[config.mk]
export PLATFORM = sky130hd
export DESIGN_NAME = alu_issue_arbiter_flat
export DESIGN_NICKNAME = d
export VERILOG_FILES = /design/src/rtl/alu_issue_arbiter_if.sv /design/src/rtl/alu_issue_arbiter.sv /design/src/flat_wrapper.sv
export SDC_FILE = /design/constraint.sdc
export NUM_CORES = 1
export LEC_CHECK = 0
export ABC_AREA = 1
export BUFFER_PORTS_ARGS = -buffer_cell sky130_fd_sc_hd__buf_2
export CAP_MARGIN = 0
export CORE_MARGIN = 8
export CORE_UTILIZATION = 42
export DETAILED_ROUTE_END_ITERATION = 8
export GPL_TIMING_DRIVEN = 0
export PLACE_DENSITY = 0.8
export REMOVE_ABC_BUFFERS = 1
export SLEW_MARGIN = 20
export SYNTH_ARGS = -nofsm -noshare
export SYNTH_HDL_FRONTEND = slang
export SYNTH_SLANG_ARGS = --single-unit
[constraint.sdc]
create_clock -name clk -period 2.6 [get_ports clk]
set_clock_uncertainty 0.15 [all_clocks]
set_input_delay 0.26 -clock clk [delete_from_list [all_inputs] [get_ports clk]]
set_output_delay 0.26 -clock clk [all_outputs]
set_load 0.01 [all_outputs]
[src/rtl/alu_issue_arbiter_if.sv]
// rtl/alu_issue_arbiter_if.sv - request, ALU and response bundle for the ALU issue arbiter
interface alu_issue_arbiter_if;
  logic        req0_valid;
  logic        req0_ready;
  logic [15:0] req0_a;
  logic [15:0] req0_b;
  logic [3:0]  req0_op;
  logic [1:0]  req0_mode;
  logic        req1_valid;
  logic        req1_ready;
  logic [15:0] req1_a;
  logic [15:0] req1_b;
  logic [3:0]  req1_op;
  logic [1:0]  req1_mode;
  logic [15:0] alu_a;
  logic [15:0] alu_b;
  logic [3:0]  alu_opcode;
  logic [1:0]  alu_mode;
  logic [31:0] alu_out;
  logic        alu_z;
  logic        alu_eq;
  logic        alu_gt;
  logic        rsp_valid;
  logic        rsp_ready;
  logic        rsp_id;
  logic [31:0] rsp_data;
  logic        rsp_z;
  logic        rsp_eq;
  logic        rsp_gt;
  logic        rsp_err;
  logic        busy;

  // Environment side: requesters, the ALU itself and the response consumer.
  modport master (
    output req0_valid, req0_a, req0_b, req0_op, req0_mode,
    output req1_valid, req1_a, req1_b, req1_op, req1_mode,
    input  req0_ready, req1_ready,
    input  alu_a, alu_b, alu_opcode, alu_mode,
    output alu_out, alu_z, alu_eq, alu_gt,
    input  rsp_valid, rsp_id, rsp_data, rsp_z, rsp_eq, rsp_gt, rsp_err, busy,
    output rsp_ready
  );

  modport slave (
    input  req0_valid, req0_a, req0_b, req0_op, req0_mode,
    input  req1_valid, req1_a, req1_b, req1_op, req1_mode,
    output req0_ready, req1_ready,
    output alu_a, alu_b, alu_opcode, alu_mode,
    input  alu_out, alu_z, alu_eq, alu_gt,
    output rsp_valid, rsp_id, rsp_data, rsp_z, rsp_eq, rsp_gt, rsp_err, busy,
    input  rsp_ready
  );
endinterface

[src/rtl/alu_issue_arbiter.sv]
// rtl/alu_issue_arbiter.sv - round-robin sharing of one 16-bit ALU between two requesters
module alu_issue_arbiter #(
  parameter int MUL_LAT = 2,
  parameter int DIV_LAT = 4
) (
  input logic               clk,
  input logic               rst,
  alu_issue_arbiter_if.slave bus
);

  typedef enum logic [1:0] {IDLE = 2'd0, EXEC = 2'd1, RESP = 2'd2} state_t;

  localparam logic [3:0] MUL_CNT = 4'(MUL_LAT - 1);
  localparam logic [3:0] DIV_CNT = 4'(DIV_LAT - 1);

  state_t      state, state_nxt;
  logic        rr_ptr;
  logic [3:0]  cnt;
  logic [15:0] op_a, op_b;
  logic [3:0]  op_code;
  logic [1:0]  op_mode;
  logic        op_id;
  logic        gnt0, gnt1, accept, capture;
  logic [15:0] sel_a, sel_b;
  logic [3:0]  sel_op, sel_cnt;
  logic [1:0]  sel_mode;
  logic        op_is_div;
  logic [31:0] rsp_data_q;
  logic        rsp_id_q, rsp_z_q, rsp_eq_q, rsp_gt_q, rsp_err_q;

  always_ff @(posedge clk or posedge rst) begin
    if (rst) state <= IDLE;
    else     state <= state_nxt;
  end

  always_comb begin
    state_nxt       = state;
    gnt0            = 1'b0;
    gnt1            = 1'b0;
    capture         = 1'b0;
    bus.req0_ready  = 1'b0;
    bus.req1_ready  = 1'b0;
    bus.alu_a       = 16'h0;
    bus.alu_b       = 16'h0;
    bus.alu_opcode  = 4'h0;
    bus.alu_mode    = 2'b11;
    bus.rsp_valid   = 1'b0;
    bus.busy        = (state != IDLE);
    case (state)
      IDLE: begin
        // The non-pointed requester wins only when the pointed one is idle.
        gnt0 = bus.req0_valid & (~rr_ptr | ~bus.req1_valid);
        gnt1 = bus.req1_valid & (rr_ptr | ~bus.req0_valid);
        bus.req0_ready = gnt0;
        bus.req1_ready = gnt1;
        if (gnt0 | gnt1) state_nxt = EXEC;
      end
      EXEC: begin
        bus.alu_a      = op_a;
        bus.alu_b      = op_b;
        bus.alu_opcode = op_code;
        bus.alu_mode   = op_mode;
        if (cnt == 4'd0) begin
          capture   = 1'b1;
          state_nxt = RESP;
        end
      end
      RESP: begin
        bus.rsp_valid = 1'b1;
        if (bus.rsp_ready) state_nxt = IDLE;
      end
      default: state_nxt = IDLE;
    endcase
  end

  assign accept   = gnt0 | gnt1;
  assign sel_a    = gnt1 ? bus.req1_a    : bus.req0_a;
  assign sel_b    = gnt1 ? bus.req1_b    : bus.req0_b;
  assign sel_op   = gnt1 ? bus.req1_op   : bus.req0_op;
  assign sel_mode = gnt1 ? bus.req1_mode : bus.req0_mode;

  // Divide by zero skips the long divide latency and errors out after one cycle.
  always_comb begin
    sel_cnt = 4'd0;
    if (sel_mode == 2'b00 && sel_op == 4'b0010)
      sel_cnt = MUL_CNT;
    else if (sel_mode == 2'b00 && sel_op == 4'b0100 && sel_b != 16'h0)
      sel_cnt = DIV_CNT;
  end

  assign op_is_div = (op_mode == 2'b00) && (op_code == 4'b0100);

  always_ff @(posedge clk or posedge rst) begin
    if (rst) begin
      rr_ptr     <= 1'b0;
      cnt        <= 4'd0;
      op_a       <= 16'h0;
      op_b       <= 16'h0;
      op_code    <= 4'h0;
      op_mode    <= 2'b00;
      op_id      <= 1'b0;
      rsp_data_q <= 32'h0;
      rsp_id_q   <= 1'b0;
      rsp_z_q    <= 1'b0;
      rsp_eq_q   <= 1'b0;
      rsp_gt_q   <= 1'b0;
      rsp_err_q  <= 1'b0;
    end else begin
      if (accept) begin
        op_a    <= sel_a;
        op_b    <= sel_b;
        op_code <= sel_op;
        op_mode <= sel_mode;
        op_id   <= gnt1;
        cnt     <= sel_cnt;
      end else if (state == EXEC && cnt != 4'd0) begin
        cnt <= cnt - 4'd1;
      end
      if (capture) begin
        rsp_id_q <= op_id;
        if (op_mode == 2'b11) begin
          {rsp_data_q, rsp_z_q, rsp_eq_q, rsp_gt_q, rsp_err_q} <= {32'h0, 3'b000, 1'b1};
        end else if (op_is_div && op_b == 16'h0) begin
          {rsp_data_q, rsp_z_q, rsp_eq_q, rsp_gt_q, rsp_err_q} <= {32'h0000_FFFF, 3'b000, 1'b1};
        end else begin
          {rsp_data_q, rsp_z_q, rsp_eq_q, rsp_gt_q, rsp_err_q} <=
            {bus.alu_out, bus.alu_z, bus.alu_eq, bus.alu_gt, 1'b0};
        end
      end
      if (state == RESP && bus.rsp_ready) rr_ptr <= ~rsp_id_q;
    end
  end

  assign bus.rsp_id   = rsp_id_q;
  assign bus.rsp_data = rsp_data_q;
  assign bus.rsp_z    = rsp_z_q;
  assign bus.rsp_eq   = rsp_eq_q;
  assign bus.rsp_gt   = rsp_gt_q;
  assign bus.rsp_err  = rsp_err_q;

endmodule

[src/flat_wrapper.sv]
// flat-port wrapper written by rule: the top's interface ports become plain ports
module alu_issue_arbiter_flat 
#(
  parameter int MUL_LAT = 2,
  parameter int DIV_LAT = 4
)
  (clk, rst, bus_req0_valid, bus_req0_a, bus_req0_b, bus_req0_op, bus_req0_mode, bus_req1_valid, bus_req1_a, bus_req1_b, bus_req1_op, bus_req1_mode, bus_req0_ready, bus_req1_ready, bus_alu_a, bus_alu_b, bus_alu_opcode, bus_alu_mode, bus_alu_out, bus_alu_z, bus_alu_eq, bus_alu_gt, bus_rsp_valid, bus_rsp_id, bus_rsp_data, bus_rsp_z, bus_rsp_eq, bus_rsp_gt, bus_rsp_err, bus_busy, bus_rsp_ready);
  alu_issue_arbiter_if bus_i ();
  input logic clk;
  input logic rst;
  input wire logic [$bits(bus_i.req0_valid)-1:0] bus_req0_valid;
  input wire logic [$bits(bus_i.req0_a)-1:0] bus_req0_a;
  input wire logic [$bits(bus_i.req0_b)-1:0] bus_req0_b;
  input wire logic [$bits(bus_i.req0_op)-1:0] bus_req0_op;
  input wire logic [$bits(bus_i.req0_mode)-1:0] bus_req0_mode;
  input wire logic [$bits(bus_i.req1_valid)-1:0] bus_req1_valid;
  input wire logic [$bits(bus_i.req1_a)-1:0] bus_req1_a;
  input wire logic [$bits(bus_i.req1_b)-1:0] bus_req1_b;
  input wire logic [$bits(bus_i.req1_op)-1:0] bus_req1_op;
  input wire logic [$bits(bus_i.req1_mode)-1:0] bus_req1_mode;
  output wire logic [$bits(bus_i.req0_ready)-1:0] bus_req0_ready;
  output wire logic [$bits(bus_i.req1_ready)-1:0] bus_req1_ready;
  output wire logic [$bits(bus_i.alu_a)-1:0] bus_alu_a;
  output wire logic [$bits(bus_i.alu_b)-1:0] bus_alu_b;
  output wire logic [$bits(bus_i.alu_opcode)-1:0] bus_alu_opcode;
  output wire logic [$bits(bus_i.alu_mode)-1:0] bus_alu_mode;
  input wire logic [$bits(bus_i.alu_out)-1:0] bus_alu_out;
  input wire logic [$bits(bus_i.alu_z)-1:0] bus_alu_z;
  input wire logic [$bits(bus_i.alu_eq)-1:0] bus_alu_eq;
  input wire logic [$bits(bus_i.alu_gt)-1:0] bus_alu_gt;
  output wire logic [$bits(bus_i.rsp_valid)-1:0] bus_rsp_valid;
  output wire logic [$bits(bus_i.rsp_id)-1:0] bus_rsp_id;
  output wire logic [$bits(bus_i.rsp_data)-1:0] bus_rsp_data;
  output wire logic [$bits(bus_i.rsp_z)-1:0] bus_rsp_z;
  output wire logic [$bits(bus_i.rsp_eq)-1:0] bus_rsp_eq;
  output wire logic [$bits(bus_i.rsp_gt)-1:0] bus_rsp_gt;
  output wire logic [$bits(bus_i.rsp_err)-1:0] bus_rsp_err;
  output wire logic [$bits(bus_i.busy)-1:0] bus_busy;
  input wire logic [$bits(bus_i.rsp_ready)-1:0] bus_rsp_ready;
  assign bus_i.req0_valid = bus_req0_valid;
  assign bus_i.req0_a = bus_req0_a;
  assign bus_i.req0_b = bus_req0_b;
  assign bus_i.req0_op = bus_req0_op;
  assign bus_i.req0_mode = bus_req0_mode;
  assign bus_i.req1_valid = bus_req1_valid;
  assign bus_i.req1_a = bus_req1_a;
  assign bus_i.req1_b = bus_req1_b;
  assign bus_i.req1_op = bus_req1_op;
  assign bus_i.req1_mode = bus_req1_mode;
  assign bus_req0_ready = bus_i.req0_ready;
  assign bus_req1_ready = bus_i.req1_ready;
  assign bus_alu_a = bus_i.alu_a;
  assign bus_alu_b = bus_i.alu_b;
  assign bus_alu_opcode = bus_i.alu_opcode;
  assign bus_alu_mode = bus_i.alu_mode;
  assign bus_i.alu_out = bus_alu_out;
  assign bus_i.alu_z = bus_alu_z;
  assign bus_i.alu_eq = bus_alu_eq;
  assign bus_i.alu_gt = bus_alu_gt;
  assign bus_rsp_valid = bus_i.rsp_valid;
  assign bus_rsp_id = bus_i.rsp_id;
  assign bus_rsp_data = bus_i.rsp_data;
  assign bus_rsp_z = bus_i.rsp_z;
  assign bus_rsp_eq = bus_i.rsp_eq;
  assign bus_rsp_gt = bus_i.rsp_gt;
  assign bus_rsp_err = bus_i.rsp_err;
  assign bus_busy = bus_i.busy;
  assign bus_i.rsp_ready = bus_rsp_ready;
  alu_issue_arbiter #(.MUL_LAT(MUL_LAT), .DIV_LAT(DIV_LAT)) u_core (.clk(clk), .rst(rst), .bus(bus_i));
endmodule
==> impl_metrics.json <==
{
  "synth_edf_count": 0,
  "cts_tree": "done",
  "setup_viol": 0,
  "overflow": 0,
  "ir_drop_v": 0.000586,
  "p_leak_nw": 3.32,
  "htreeDepth": 3,
  "rrSetupSlack_ns": 0.13,
  "post-synth-top-area-fraction": 0.496,
  "fin_crit_sh": 0.950,
  "start_util": 0.431,
  "cts-root-buf": "clkbuf_8",
  "synth_area_sq_mm": 0.00419,
  "final_cells": 904,
  "first_global_vias": 4561,
  "synth.distinct_cells": 27,
  "ys_ff_latch": 83,
  "syn_inst": 551,
  "maxSlewHeadroom": 0.531,
  "cp-start-kind": "register",
  "boundaryPins": 195,
  "grt_pass1_wl_um": 21900,
  "die_h_um": 116,
  "finalHoldViolations": 0,
  "post-route-util": 0.596,
  "hp-class": "in2reg",
  "status": "finished clean",
  "layout-drive-gt1-share": 0.304,
  "track_usage": 0.205,
  "arrival_ns": 2.59,
  "area_delta_synth_final_pct": 38.4,
  "worstSkewPairLatency_ns": 0.34,
  "core_sq_mm": 0.00973,
  "core.rowCount": 36,
  "wire_per_inst_um": 15.4,
  "slew_viol_final": 0,
  "vias": 4456,
  "total_power_mw": 6.74,
  "yosys_warnings": 0,
  "synth_flop_cell": "dfrtp_1",
  "max_freq_ghz": 0.405,
  "detailed_place_hpwl_um": 9370,
  "portBuffers": 194,
  "drt-total-wl_um": 13900,
  "drt_iter0_drc": 329,
  "synth_area_leader_cell": "dfrtp_1",
  "antenna_cells": 0,
  "critPathMaxFanout": 34,
  "fin_nets": 885,
  "die_x_um": 116,
  "async_reset_ff_frac": 1.00,
  "cts.sinks": 83,
  "critPathRequiredTime_ns": 2.72,
  "period_needed_ns": 2.47,
  "drc": 0,
  "path_clk_slew_ns": 0.08,
  "synthTopCellsByArea": "dfrtp_1 50%, nand2_1 15%, inv_1 6.6%",
  "drv_cap": 0,
  "drtPass1Iterations": 5,
  "grt_max_degree": 59,
  "antenna_found_initial": 0,
  "cts_max_path_buffers": 2,
  "tightest_slew_ns": 0.703,
  "num-fill-cells": 845,
  "p_per_area_mw_per_mm2": 1160,
  "rsz0062_at_grt": "yes",
  "cts_buffers": 9,
  "ys_seq_area_frac": 0.496,
  "crit_type": "reg2reg",
  "avgSynthCellArea_sq_um": 7.60,
  "viasPerCell": 4.93,
  "ant_nets": 0,
  "place.gp.congestion": 0.937,
  "placedCellCount": 853,
  "hold_slack_ns": 0.0163,
  "die_area_sq_mm": 0.0134,
  "end_kind": "register"
}
[cells in the final DEF (no fill, tap or decap), types with 2 or more instances in the layout]
master           n
nand4_1          5
clkbuf_8         9
o21ai_2          3
dfrtp_1         83
nand3_1         19
o21ai_0         28
inv_4            3
dlygate4sd3_1   29
nor4_1           3
inv_2            2
buf_2          194
ha_1             2
inv_1           71
nand2_1        163
o21ai_1          3
clkinvlp_4       8
nor2_4           3
buf_16           2
a21o_1          16
buf_4            2
nor2_2           3
clkinv_2         2
nor2_1          58
a22oi_1         15
nor3_1           2
a21oi_1         36
[metal layers]
| metal | routed length, um | share of wire | GRT usage |
|---|---|---|---|
| met5 | 0 | 0 | 0 |
| met3 | 1200 | 0.086 | 0.0448 |
| met1 | 5970 | 0.43 | 0.257 |
| met2 | 6430 | 0.46 | 0.338 |
| met4 | 284 | 0.020 | 0.0787 |
[path summary, 6_finish.rpt]
kind	from	end	cells past startpoint
min in group asynchronous	rst	u_core.bus.rsp_data[29]	3
worst max register to register	u_core.rr_ptr	u_core.cnt[1]	10
worst min register to register	u_core.cnt[3]	u_core.cnt[3]	1
worst min-delay path	bus_req1_a[11]	u_core.op_a[11]	3
worst max-delay path	u_core.rr_ptr	u_core.cnt[1]	10
max in group asynchronous	rst	u_core.op_id	4
[sequential cells by signal (all words and copies together) (netlist names)]
name	cells
u_core.op_code	4
u_core.op_a	16
u_core.rr_ptr	1
u_core.bus.rsp_data	32
u_core.cnt	4
u_core.op_id	1
u_core.bus.rsp_eq	1
u_core.bus.rsp_z	1
u_core.op_mode	2
u_core.bus.rsp_id	1
u_core.op_b	16
u_core.bus.rsp_err	1
u_core.bus.rsp_gt	1
u_core.state	2
[cell usage after synthesis (2+ instances only)]
master / n
nand3_1: 19
nor2_1: 59
a22oi_1: 15
a21o_1: 16
o21ai_1: 3
ha_1: 2
buf_2: 12
inv_2: 4
dfrtp_1: 83
buf_1: 4
buf_4: 4
nand2_1: 163
a21oi_1: 36
inv_1: 74
nor2_2: 4
clkbuf_1: 6
o21ai_2: 3
nand4_1: 5
nor3_1: 2
o21ai_0: 28
nor4_1: 3
[area by class of cell]
cell class	instances	area (sq um)	area share
Inverter	78	308	0.0531
Multi-Input combinational cell	364	1700	0.294
Timing Repair Buffer	227	1330	0.230
Timing Repair inverter	4	30.0	0.00518
Clock buffer	10	128	0.0220
Sequential cell	83	2080	0.358
Clock inverter	5	55.1	0.00949
Tap cell	133	166	0.0287
[kinds of logic after synthesis]
family                     Yosys count  share of synthesized area
and+or+nand+nor                    258                      0.250
AOI/OAI and AO/OA                  103                      0.145
adders and majority gates            2                    0.00597
buffers and inverters              105                      0.103
DFF                                 83                      0.496
[timing repair]
action,4_1_cts,5_1_grt
hold endpoints to repair,53,0
setup buffers,2,0
gates resized for setup,4,6
hold buffers,29,0
setup endpoints to repair,40,59
gates cloned,2,3
pin swaps,2,1
[critical path, cell delays in order (launching register included)]
cell	delay [ns]
dfrtp_1	0.40
inv_1	0.06
nand2_1	0.16
nand3_4	0.29
inv_4	0.18
nor2_4	0.30
buf_16	0.24
clkinvlp_4	0.26
nor2_1	0.15
nor2_1	0.05
a21oi_1	0.14
[per-stage QoR]
stage,cell area [sq um],setup WS [ns],setup TNS [ns]
global route,5800,-0.0697,-0.0697
global placement,5190,-2.35,-140.82
floorplan,4050,-1.18,-30.22
CTS,5770,-0.0170,-0.0170
finish,5800,0.131,0
detailed placement,5250,-1.02,-21.74
[report_power, final]
group	leakage, nW	switching [mW]	total [mW]	internal [mW]
clock	0.0881	0.451	0.886	0.436
combinational	2.22	2.32	3.63	1.31
sequential	1.01	0.300	2.22	1.92
No activity file was read; power rests on OpenSTA's default activity.
